**src/rtl/csr_timer_unit.sv**
```systemverilog
// Machine-mode CSR file with 64-bit mtime/mtimecmp timer, CSR RMW, MRET and timer trap entry.
// Optional mcycle/minstret counters are enabled by defining CSR_CYCLE_COUNTERS_EN.
`ifndef InstTypeBus
`define InstTypeBus 3:0
`endif

module csr_timer_unit #(
    parameter logic [31:0] MTVEC_RST    = 32'h0000_0000,
    parameter logic [63:0] MTIMECMP_RST = 64'hFFFF_FFFF_FFFF_FFFF
) (
    input  logic                clk_in,
    input  logic                rst_in,
    input  logic                rdy_in,
    input  logic [5:0]          stall,
    input  logic [`InstTypeBus] inst_type_in,
    input  logic [31:0]         rs1_val_in,
    input  logic [31:0]         imm_in,
    input  logic [11:0]         csr_addr_in,
    input  logic [31:0]         pc_in,
    output logic [31:0]         csr_rdata_out,
    output logic                timer_interrupt,
    output logic                redirect_out,
    output logic [31:0]         redirect_pc_out
);

    localparam logic [3:0] InstNop    = 4'd0;
    localparam logic [3:0] InstCsrrw  = 4'd1;
    localparam logic [3:0] InstCsrrs  = 4'd2;
    localparam logic [3:0] InstCsrrc  = 4'd3;
    localparam logic [3:0] InstCsrrwi = 4'd4;
    localparam logic [3:0] InstCsrrsi = 4'd5;
    localparam logic [3:0] InstCsrrci = 4'd6;
    localparam logic [3:0] InstMret   = 4'd7;

    localparam logic       NotStop = 1'b0;
    localparam logic [0:0] StRun   = 1'b0;
    localparam logic [0:0] StTrap  = 1'b1;

    logic [0:0]  state_q, state_d;
    logic        mie_q, mie_d, mpie_q, mpie_d, mtie_q, mtie_d;
    logic [31:2] mtvec_q, mtvec_d, mepc_q, mepc_d;
    logic [31:0] mcause_q, mcause_d;
    logic [63:0] mtime_q, mtime_d, mtimecmp_q, mtimecmp_d;
`ifdef CSR_CYCLE_COUNTERS_EN
    logic [63:0] mcycle_q, mcycle_d, minstret_q, minstret_d;
`endif

    logic        advance, mtip, is_csr, is_imm, is_w, take, mret_go, csr_we;
    logic [31:0] src, csr_wdata;
    logic [3:0]  itype;

    assign itype   = inst_type_in;
    assign advance = rdy_in & (stall[3] == NotStop);
    assign mtip    = (mtime_q >= mtimecmp_q);
    assign is_csr  = (itype >= InstCsrrw) && (itype <= InstCsrrci);
    assign is_imm  = (itype >= InstCsrrwi) && (itype <= InstCsrrci);
    assign is_w    = (itype == InstCsrrw) || (itype == InstCsrrwi);
    assign src     = is_imm ? imm_in : rs1_val_in;

    // Trap decision uses only pre-write state, so a same-cycle MIE clear cannot block it.
    assign take    = (state_q == StRun) & mie_q & mtie_q & mtip & advance &
                     (itype != InstNop) & (itype != InstMret);
    assign mret_go = (state_q == StRun) & advance & (itype == InstMret) & ~take;
    assign csr_we  = (state_q == StRun) & advance & is_csr & ~take & (is_w | (src != 32'd0));

    logic unused_ok;
    assign unused_ok = ^{stall[5:4], stall[2:0], pc_in[1:0]};

    always_comb begin
        csr_rdata_out = 32'd0;
        case (csr_addr_in)
            12'h300: csr_rdata_out = {24'd0, mpie_q, 3'd0, mie_q, 3'd0};
            12'h304: csr_rdata_out = {24'd0, mtie_q, 7'd0};
            12'h344: csr_rdata_out = {24'd0, mtip, 7'd0};
            12'h305: csr_rdata_out = {mtvec_q, 2'b00};
            12'h341: csr_rdata_out = {mepc_q, 2'b00};
            12'h342: csr_rdata_out = mcause_q;
            12'h7C0: csr_rdata_out = mtimecmp_q[31:0];
            12'h7C1: csr_rdata_out = mtimecmp_q[63:32];
            12'h7C2: csr_rdata_out = mtime_q[31:0];
            12'h7C3: csr_rdata_out = mtime_q[63:32];
`ifdef CSR_CYCLE_COUNTERS_EN
            12'hB00: csr_rdata_out = mcycle_q[31:0];
            12'hB80: csr_rdata_out = mcycle_q[63:32];
            12'hB02: csr_rdata_out = minstret_q[31:0];
            12'hB82: csr_rdata_out = minstret_q[63:32];
`endif
            default: csr_rdata_out = 32'd0;
        endcase
    end

    always_comb begin
        csr_wdata = src;
        case (itype)
            InstCsrrs, InstCsrrsi: csr_wdata = csr_rdata_out | src;
            InstCsrrc, InstCsrrci: csr_wdata = csr_rdata_out & ~src;
            default:               csr_wdata = src;
        endcase
    end

    always_comb begin
        state_d    = state_q;
        mie_d      = mie_q;
        mpie_d     = mpie_q;
        mtie_d     = mtie_q;
        mtvec_d    = mtvec_q;
        mepc_d     = mepc_q;
        mcause_d   = mcause_q;
        mtimecmp_d = mtimecmp_q;
        mtime_d    = rdy_in ? mtime_q + 64'd1 : mtime_q;
`ifdef CSR_CYCLE_COUNTERS_EN
        mcycle_d   = rdy_in ? mcycle_q + 64'd1 : mcycle_q;
        minstret_d = (advance & (state_q == StRun) & ~take & (itype != InstNop)) ?
                     minstret_q + 64'd1 : minstret_q;
`endif
        if (csr_we) begin
            case (csr_addr_in)
                12'h300: begin
                    mie_d  = csr_wdata[3];
                    mpie_d = csr_wdata[7];
                end
                12'h304: mtie_d = csr_wdata[7];
                12'h305: mtvec_d = csr_wdata[31:2];
                12'h341: mepc_d = csr_wdata[31:2];
                12'h342: mcause_d = csr_wdata;
                12'h7C0: mtimecmp_d[31:0] = csr_wdata;
                12'h7C1: mtimecmp_d[63:32] = csr_wdata;
`ifdef CSR_CYCLE_COUNTERS_EN
                12'hB00: mcycle_d[31:0] = csr_wdata;
                12'hB80: mcycle_d[63:32] = csr_wdata;
                12'hB02: minstret_d[31:0] = csr_wdata;
                12'hB82: minstret_d[63:32] = csr_wdata;
`endif
                default: ;
            endcase
        end
        if (take) begin
            mepc_d   = pc_in[31:2];
            mcause_d = 32'h8000_0007;
            mpie_d   = mie_q;
            mie_d    = 1'b0;
            state_d  = StTrap;
        end else if (mret_go) begin
            mie_d  = mpie_q;
            mpie_d = 1'b1;
        end
        if ((state_q == StTrap) && rdy_in) begin
            state_d = StRun;
        end
    end

    always_ff @(posedge clk_in or posedge rst_in) begin
        if (rst_in) begin
            state_q    <= StRun;
            mie_q      <= 1'b0;
            mpie_q     <= 1'b0;
            mtie_q     <= 1'b0;
            mtvec_q    <= MTVEC_RST[31:2];
            mepc_q     <= 30'd0;
            mcause_q   <= 32'd0;
            mtime_q    <= 64'd0;
            mtimecmp_q <= MTIMECMP_RST;
`ifdef CSR_CYCLE_COUNTERS_EN
            mcycle_q   <= 64'd0;
            minstret_q <= 64'd0;
`endif
        end else begin
            state_q    <= state_d;
            mie_q      <= mie_d;
            mpie_q     <= mpie_d;
            mtie_q     <= mtie_d;
            mtvec_q    <= mtvec_d;
            mepc_q     <= mepc_d;
            mcause_q   <= mcause_d;
            mtime_q    <= mtime_d;
            mtimecmp_q <= mtimecmp_d;
`ifdef CSR_CYCLE_COUNTERS_EN
            mcycle_q   <= mcycle_d;
            minstret_q <= minstret_d;
`endif
        end
    end

    assign timer_interrupt = take;
    assign redirect_out    = take | mret_go;
    assign redirect_pc_out = take    ? {mtvec_q, 2'b00} :
                             mret_go ? {mepc_q, 2'b00}  : 32'd0;

endmodule

```
**config.mk**
```make
export PLATFORM = sky130hd
export DESIGN_NAME = csr_timer_unit
export DESIGN_NICKNAME = d
export VERILOG_FILES = /design/src/rtl/csr_timer_unit.sv
export SDC_FILE = /design/constraint.sdc
export NUM_CORES = 1
export LEC_CHECK = 0
export CORE_UTILIZATION = 57
export CTS_BUF_LIST = sky130_fd_sc_hd__clkbuf_8
export CTS_CLUSTER_DIAMETER = 120
export CTS_CLUSTER_SIZE = 30
export DETAILED_ROUTE_END_ITERATION = 8
export GPL_TIMING_DRIVEN = 0
export PLACE_DENSITY = 0.83
export SKIP_CTS_REPAIR_TIMING = 1
export SYNTH_ARGS = -nofsm -noshare
export SYNTH_HDL_FRONTEND = slang
export SYNTH_SLANG_ARGS = --single-unit
export TNS_END_PERCENT = 10
```
**constraint.sdc**
```tcl
create_clock -name clk_in -period 10.25 [get_ports clk_in]
set_input_delay 3.075 -clock clk_in [delete_from_list [all_inputs] [get_ports clk_in]]
set_output_delay 3.075 -clock clk_in [all_outputs]
set_load 0.005 [all_outputs]
```
==> impl_metrics.csv, run 1 <==
group,metric,value,unit
setup_path,r2r_startpoint,"mtimecmp_q[63]$_DFFE_PP1P_",
route,routed_wl,43990,um
synthesis,synth-warning-count,0,
synthesis,synth-edff-count,0,
setup_path,ff2ff_setup_slack,5.97,ns
clock_network,cts_tree,"built",
min_path,holdCritPathClass,"flip-flop to flip-flop",
pwr,powerDensity,96.95,nW/um^2
setup_path,timing.critical_path.buf_inv,4,
global_route,grt_util_all_layers,0.3639,
route,drcViolationCount,0,
placement,worst_slack_at_placement,0.8016,ns
layout,area_growth,17.39,%
timing,transition_time_at_the_pin_with_the_least_slew_margin,1.060,ns
timing,fin_crit,9.598,ns
placement,hpwlAfterDp,33710,um
setup_path,worstSetupPathType,"input pin to primary output",
floorplan,floorplan.initialDensity,0.5798,
timing,skew,0.03422,ns
clock_network,ctsRootBufferMaster,"sky130_fd_sc_hd__clkbuf_8",
clock_network,cts_inserted_buffers,11,
pwr,vdd.ir_drop.worst,0.1211,mV
setup_path,worst_r2r_endpoint,"mepc_q[3]$_DFFE_PP0P_",
timing,min_period_over_period,0.9364,
floorplan,die-width,156.5,um
floorplan,fp.dieArea,24500,um^2
setup_path,worst-r2r-cell-count,12,
synthesis,synth.most_common_cell,"sky130_fd_sc_hd__nand2_1",
placement,numPortBuffers,173,
synthesis,synth_commonest_cells,"sky130_fd_sc_hd__nand2_1, sky130_fd_sc_hd__dfrtp_1, sky130_fd_sc_hd__nor2_1",
route,drt-vias-per-instance,6.421,
synthesis,netlist.area_leader.share,0.2942,
setup_path,cp_data_required_time,7.18,ns
timing,rsz0062_at_grt,"no",
timing,achievable-frequency,104.2,MHz
run_status,status,"finished clean",
setup_path,cp_slowest_stage_delay,0.64,ns
layout,drive_above_1_share,0.05858,
synthesis,yosys.cell_types.count,63,
synthesis,top_flip_flop_cell_by_instance_count_after_synthesis,"sky130_fd_sc_hd__dfrtp_1",
placement,place.detailed.instances,2009,
job,drv.max_cap_violation_count,0,
setup_path,critPathSlowestCell,"sky130_fd_sc_hd__nor2_1",
route,first_pass_iters,6,
clock_network,cts.clk_slew.worst_paths,0.18,ns
floorplan,floorplan.io_pins,187,
floorplan,core_area,23470,um^2
setup_path,critical_path.top_delay_family,"buffers and inverters",
setup_path,critPathMaxFanout,10,
layout,final_nets,1889,
synthesis,postSynthRegisterBits,224,
clock_network,ctsLongestPathBuffers,3,
floorplan,placement_row_count,56,
clock_network,clock_h_tree_levels,1,
synthesis,syn-instance-count,1515,
min_path,holdPathStages,2,
timing,setup_viol_count_final,0,
pwr,leakage,6.858,nW
timing,timing.final.max_slew_violations,0,
synthesis,synth_largest_area_cell,"sky130_fd_sc_hd__dfrtp_1",
global_route,first_global_vias,12597,
placement,globalplace.congestion,0.9800,
global_route,antenna_found_initial,0,
layout,final_cell_count_without_fillers,2027,
global_route,largest_net_degree_at_the_start_of_global_routing,133,
route,remaining_antenna_violation_count_after_routing,0,
synthesis,synth.avg_cell_area,8.983,um^2
synthesis,ys_async_sr_fraction,1.000,
clock_network,worstSkewPairLatency,0.55,ns
floorplan,die_h,156.5,um
setup_path,startpoint_type,"input pin",
setup_path,worst_setup_path_end_kind,"primary output",
timing,maxSlewHeadroom,0.2900,
setup_path,worstPathArrival,6.52,ns
min_path,worst_hold_endpoint,"mtimecmp_q[35]$_DFFE_PP1P_",
setup_path,cell_chain_critical_path,"clkdlybuf4s50_1, and3_1, nor2_1, o2111ai_1, nor2_1, clkbuf_1, buf_2, a22o_1, clkdlybuf4s50_1",
global_route,globalRoute.totalOverflow,0,
synthesis,ys_top_cells_by_area,"sky130_fd_sc_hd__dfrtp_1, sky130_fd_sc_hd__dfstp_2, sky130_fd_sc_hd__mux2i_1",
synthesis,synth-seq-area-share,0.4178,
route,vias,13015,
route,routedWlPerCell,21.70,um
route,drt_iter0_markers,1268,
synthesis,synth.cell_area,13610,um^2
clock_network,numClockSinks,224,
global_route,grt_pass1_wl,67930,um
min_path,hp-start,"mtimecmp_q[35]$_DFFE_PP1P_",
timing,setup_ws,0.6522,ns
timing,final-hold-violation-count,0,
-- per-layer routing --
layer	share of wire	routed length (um)	up-vias	GRT usage
li1	-	-	5843	-
met1	0.40	17560	6265	0.4831
met2	0.46	20240	790	0.5923
met3	0.10	4441	117	0.06369
met4	0.040	1745	0	0.1438
met5	0	0	-	0
-- worst reg2reg max path: stages, from the launching register on --
cell,delay (ns)
sky130_fd_sc_hd__dfstp_2,0.58
sky130_fd_sc_hd__inv_1,0.04
sky130_fd_sc_hd__ha_1,0.31
sky130_fd_sc_hd__nand4_1,0.12
sky130_fd_sc_hd__nor3_1,0.61
sky130_fd_sc_hd__and4_1,0.37
sky130_fd_sc_hd__o311a_1,0.22
sky130_fd_sc_hd__a2111oi_4,0.09
sky130_fd_sc_hd__nor2_1,0.63
sky130_fd_sc_hd__clkbuf_1,0.48
sky130_fd_sc_hd__buf_1,0.47
sky130_fd_sc_hd__nand2_1,0.19
sky130_fd_sc_hd__o31ai_1,0.10
-- area by class of cell --
cell class                      count  area [um^2]
Sequential cell                   224         5685
Fill cell                        1885         7497
Multi-Input combinational cell   1116         7251
Antenna cell                        1        2.502
Clock inverter                      5        28.78
Clock buffer                       12        165.2
Buffer                             93        365.4
Tap cell                          319        399.1
Timing Repair Buffer              174         1759
Inverter                           83        319.1
-- kinds of logic after synthesis --
logic type / after synthesis / share of synthesized area
buffers and inverters: 176 / 0.04974
muxes: 97 / 0.07171
and+or+nand+nor: 481 / 0.1620
AOI/OAI and AO/OA: 406 / 0.1969
other: 1 / 0.0002755
DFF: 224 / 0.4178
adders and majority gates: 65 / 0.05976
xor gates and xnor gates: 65 / 0.04183
-- cell usage in the layout, fill, tap and decap left out, types with 49 or more instances in the layout --
| master | count |
|---|---|
| sky130_fd_sc_hd__a211oi_1 | 55 |
| sky130_fd_sc_hd__a21oi_1 | 60 |
| sky130_fd_sc_hd__clkbuf_1 | 71 |
| sky130_fd_sc_hd__clkdlybuf4s50_1 | 173 |
| sky130_fd_sc_hd__dfrtp_1 | 160 |
| sky130_fd_sc_hd__dfstp_2 | 64 |
| sky130_fd_sc_hd__ha_1 | 65 |
| sky130_fd_sc_hd__inv_1 | 85 |
| sky130_fd_sc_hd__mux2i_1 | 93 |
| sky130_fd_sc_hd__nand2_1 | 213 |
| sky130_fd_sc_hd__nor2_1 | 107 |
| sky130_fd_sc_hd__o21ai_0 | 85 |
| sky130_fd_sc_hd__xnor2_1 | 49 |
-- worst max path at each step --
stage / start / end / slack (ns) / cells past startpoint
floorplan: rst_in / mcause_q[0]$_DFFE_PP0P_ / 1.15 / 1
global placement: rst_in / mepc_q[22]$_DFFE_PP0P_ / -1.64 / 2
detailed placement: inst_type_in[0] / redirect_pc_out[30] / 0.80 / 9
CTS: inst_type_in[0] / redirect_pc_out[30] / 0.78 / 9
global route: inst_type_in[0] / redirect_pc_out[30] / 0.55 / 9
finish: inst_type_in[0] / redirect_pc_out[30] / 0.65 / 9
-- stage by stage --
stage,total power [mW],instance area (um^2),util,hold WS [ns],TNS (ns)
6_report,1.549,15980,0.6806,0.4809,0
5_1_grt,1.595,15970,0.6805,0.4948,0
4_1_cts,1.543,15970,0.6805,0.4814,0
3_5_place_dp,1.159,15780,0.6722,0.4588,0
3_3_place_gp,1.150,15740,0.6707,0.4534,-258.77
2_1_floorplan,1.052,13610,-,0.4455,0
-- sequential cells by signal (all words and copies together), names as in the netlist --
register and cells:
mepc_q 30, mie_q 1, mpie_q 1, state_q 1, mtime_q 64, mtie_q 1
mtimecmp_q 64, mcause_q 32, mtvec_q 30
-- power breakdown --
part	internal (mW)	total (mW)	switching, mW
registers	0.901	0.928	0.0274
logic	0.0937	0.222	0.129
clock network	0.113	0.398	0.286
total	1.11	1.55	0.441
Note: power is estimated with default switching activity, not from simulation.
==> run 2, diff against run 1 <==
--- a/config.mk
+++ b/config.mk
@@ -11,7 +11,7 @@
 export CTS_CLUSTER_SIZE = 30
 export DETAILED_ROUTE_END_ITERATION = 8
 export GPL_TIMING_DRIVEN = 0
-export PLACE_DENSITY = 0.83
+export PLACE_DENSITY_LB_ADDON = 0.08
 export SKIP_CTS_REPAIR_TIMING = 1
 export SYNTH_ARGS = -nofsm -noshare
 export SYNTH_HDL_FRONTEND = slang
==> impl_metrics.csv, run 2 (synthesized netlist as in run 1, its figures left out) <==
group,metric,value,unit
run_status,status,"finished clean",
pwr,post-layout-total-power,1.548,mW
pwr,p_seq_frac,0.598,
layout,final.fill_count,1990,
global_route,grt_util_all_layers,0.3727,
pwr,power_switching_share,0.2885,
placement,numPortBuffers,173,
pwr,switchingPower,0.4467,mW
placement,hpwlAfterDp,34350,um
layout,most-common-layout-cells,"sky130_fd_sc_hd__nand2_1, sky130_fd_sc_hd__clkdlybuf4s50_1, sky130_fd_sc_hd__dfrtp_1",
timing,skew,0.02360,ns
setup_path,worstSetupPathType,"input pin to primary output",
placement,placedInstanceArea,15780,um^2
route,routed_wl,44560,um
clock_network,cts_tree,"built",
timing,final-hold-violation-count,0,
layout,final_area,15970,um^2
pwr,p_clk_frac,0.259,
global_route,largest_net_degree_at_the_start_of_global_routing,131,
timing,transition_time_at_the_pin_with_the_least_slew_margin,0.9754,ns
layout,drive_above_1_share,0.05800,
floorplan,fp.dieArea,24500,um^2
timing,min_period_over_period,0.9300,
floorplan,die_h,156.5,um
pwr,comb_power_share,0.143,
min_path,holdCritPathClass,"flip-flop to flip-flop",
clock_network,numClockSinks,224,
placement,globalplace.congestion,0.9720,
layout,area_growth,17.34,%
global_route,globalRoute.totalOverflow,0,
pwr,powerDensity,96.97,nW/um^2
setup_path,critPathMaxFanout,10,
setup_path,worstPathArrival,6.46,ns
route,first_pass_iters,6,
timing,rsz0062_at_grt,"no",
timing,achievable-frequency,104.9,MHz
route,vias,12820,
route,drcViolationCount,0,
floorplan,floorplan.initialDensity,0.5798,
global_route,first_global_vias,12580,
layout,final_common_cell,"sky130_fd_sc_hd__nand2_1",
timing,maxSlewHeadroom,0.3447,
route,drt-vias-per-instance,6.325,
setup_path,worst_setup_path_end_kind,"primary output",
layout,final_nets,1889,
clock_network,clock_h_tree_levels,1,
clock_network,cts_inserted_buffers,11,
floorplan,core_area,23470,um^2
clock_network,worstSkewPairLatency,0.56,ns
global_route,grt_pass1_wl,69620,um
pwr,leakage,6.859,nW
pwr,internal_power,1.102,mW
route,drt_iter0_markers,1355,
clock_network,cts.clk_slew.worst_paths,0.17,ns
setup_path,cp_data_required_time,7.18,ns
route,remaining_antenna_violation_count_after_routing,0,
floorplan,die-width,156.5,um
route,routedWlPerCell,21.98,um
timing,timing.final.max_slew_violations,0,
layout,top_regs,"mtime_q x64, mtimecmp_q x64, mcause_q x32",
job,drv.max_cap_violation_count,0,
clock_network,ctsRootBufferMaster,"sky130_fd_sc_hd__clkbuf_8",
pwr,vdd.ir_drop.worst,0.08463,mV
timing,fin_crit,9.532,ns
global_route,antenna_found_initial,2,
floorplan,floorplan.io_pins,187,
setup_path,startpoint_type,"input pin",
floorplan,placement_row_count,56,
timing,setup_viol_count_final,0,
clock_network,ctsLongestPathBuffers,3,
run 2: changes by cell type in the layout (fill, tap and decap cells not counted):
cell | before | now
sky130_fd_sc_hd__clkbuf_8 | 12 | 11
sky130_fd_sc_hd__inv_1 | 85 | 86
sky130_fd_sc_hd__inv_6 | 1 | 0
sky130_fd_sc_hd__clkinv_2 | 0 | 1
sky130_fd_sc_hd__clkinv_4 | 1 | 0
sky130_fd_sc_hd__inv_12 | 0 | 1
run 2: worst max-delay path, stage by stage:
cell	delay, ns
sky130_fd_sc_hd__clkdlybuf4s50_1	0.53
sky130_fd_sc_hd__and3_1	0.21
sky130_fd_sc_hd__nor2_1	0.13
sky130_fd_sc_hd__o2111ai_1	0.23
sky130_fd_sc_hd__nor2_1	0.60
sky130_fd_sc_hd__clkbuf_1	0.50
sky130_fd_sc_hd__buf_2	0.41
sky130_fd_sc_hd__a22o_1	0.25
sky130_fd_sc_hd__clkdlybuf4s50_1	0.52
run 2: stage by stage:
step	hold slack (ns)	TNS [ns]	std cells	utilization	setup WS, ns
CTS	0.4818	0	2026	0.6802	0.8498
floorplan	0.4455	0	1516	-	1.146
global placement	0.4539	-274.79	2008	0.6707	-1.743
global route	0.5046	0	2027	0.6803	0.5254
finish	0.4801	0	2027	0.6803	0.7177
detailed placement	0.4598	0	2009	0.6722	0.8635
run 2: power groups by stage:
stage	Clock (mW)	Combinational, mW	Sequential (mW)
after floorplan	0	0.120	0.931
after global placement	0	0.208	0.940
after detailed placement	0	0.217	0.940
after CTS	0.399	0.218	0.926
after global routing	0.431	0.240	0.930
final	0.401	0.221	0.927
run 2: path summary, 6_finish.rpt:
path / from / to / slack [ns] / cells past startpoint
max: inst_type_in[0] / redirect_pc_out[30] / 0.72 / 9
min: mtimecmp_q[3]$_DFFE_PP1P_ / mtimecmp_q[3]$_DFFE_PP1P_ / 0.48 / 2
max reg2reg: mtimecmp_q[63]$_DFFE_PP1P_ / mtvec_q[9]$_DFFE_PP0P_ / 6.02 / 12
min reg2reg: mtimecmp_q[3]$_DFFE_PP1P_ / mtimecmp_q[3]$_DFFE_PP1P_ / 0.48 / 2
max in group asynchronous: rst_in / mtvec_q[22]$_DFFE_PP0P_ / 6.20 / 3
min in group asynchronous: rst_in / mtime_q[0]$_DFFE_PP0P_ / 2.97 / 2
run 2: area by class of cell:
class | count | area [um^2] | share of cell area
clock buffer | 11 | 151.4 | 0.009480
tap | 319 | 399.1 | 0.02499
multi-input combinational | 1116 | 7251 | 0.4540
clock inverter | 6 | 36.28 | 0.002272
buffer | 93 | 365.4 | 0.02288
sequential | 224 | 5685 | 0.3560
timing repair buffer | 174 | 1759 | 0.1102
inverter | 83 | 319.1 | 0.01998
antenna | 1 | 2.502 | 0.0001567
run 2: metal layers:
metal  track usage  vias up  wire [um]
met2        0.5755      703      19810
met5             0        -         12
met4        0.1335        2       1518
met1        0.5197     6193      18670
li1              -     5828          -
met3       0.07477       94       4548
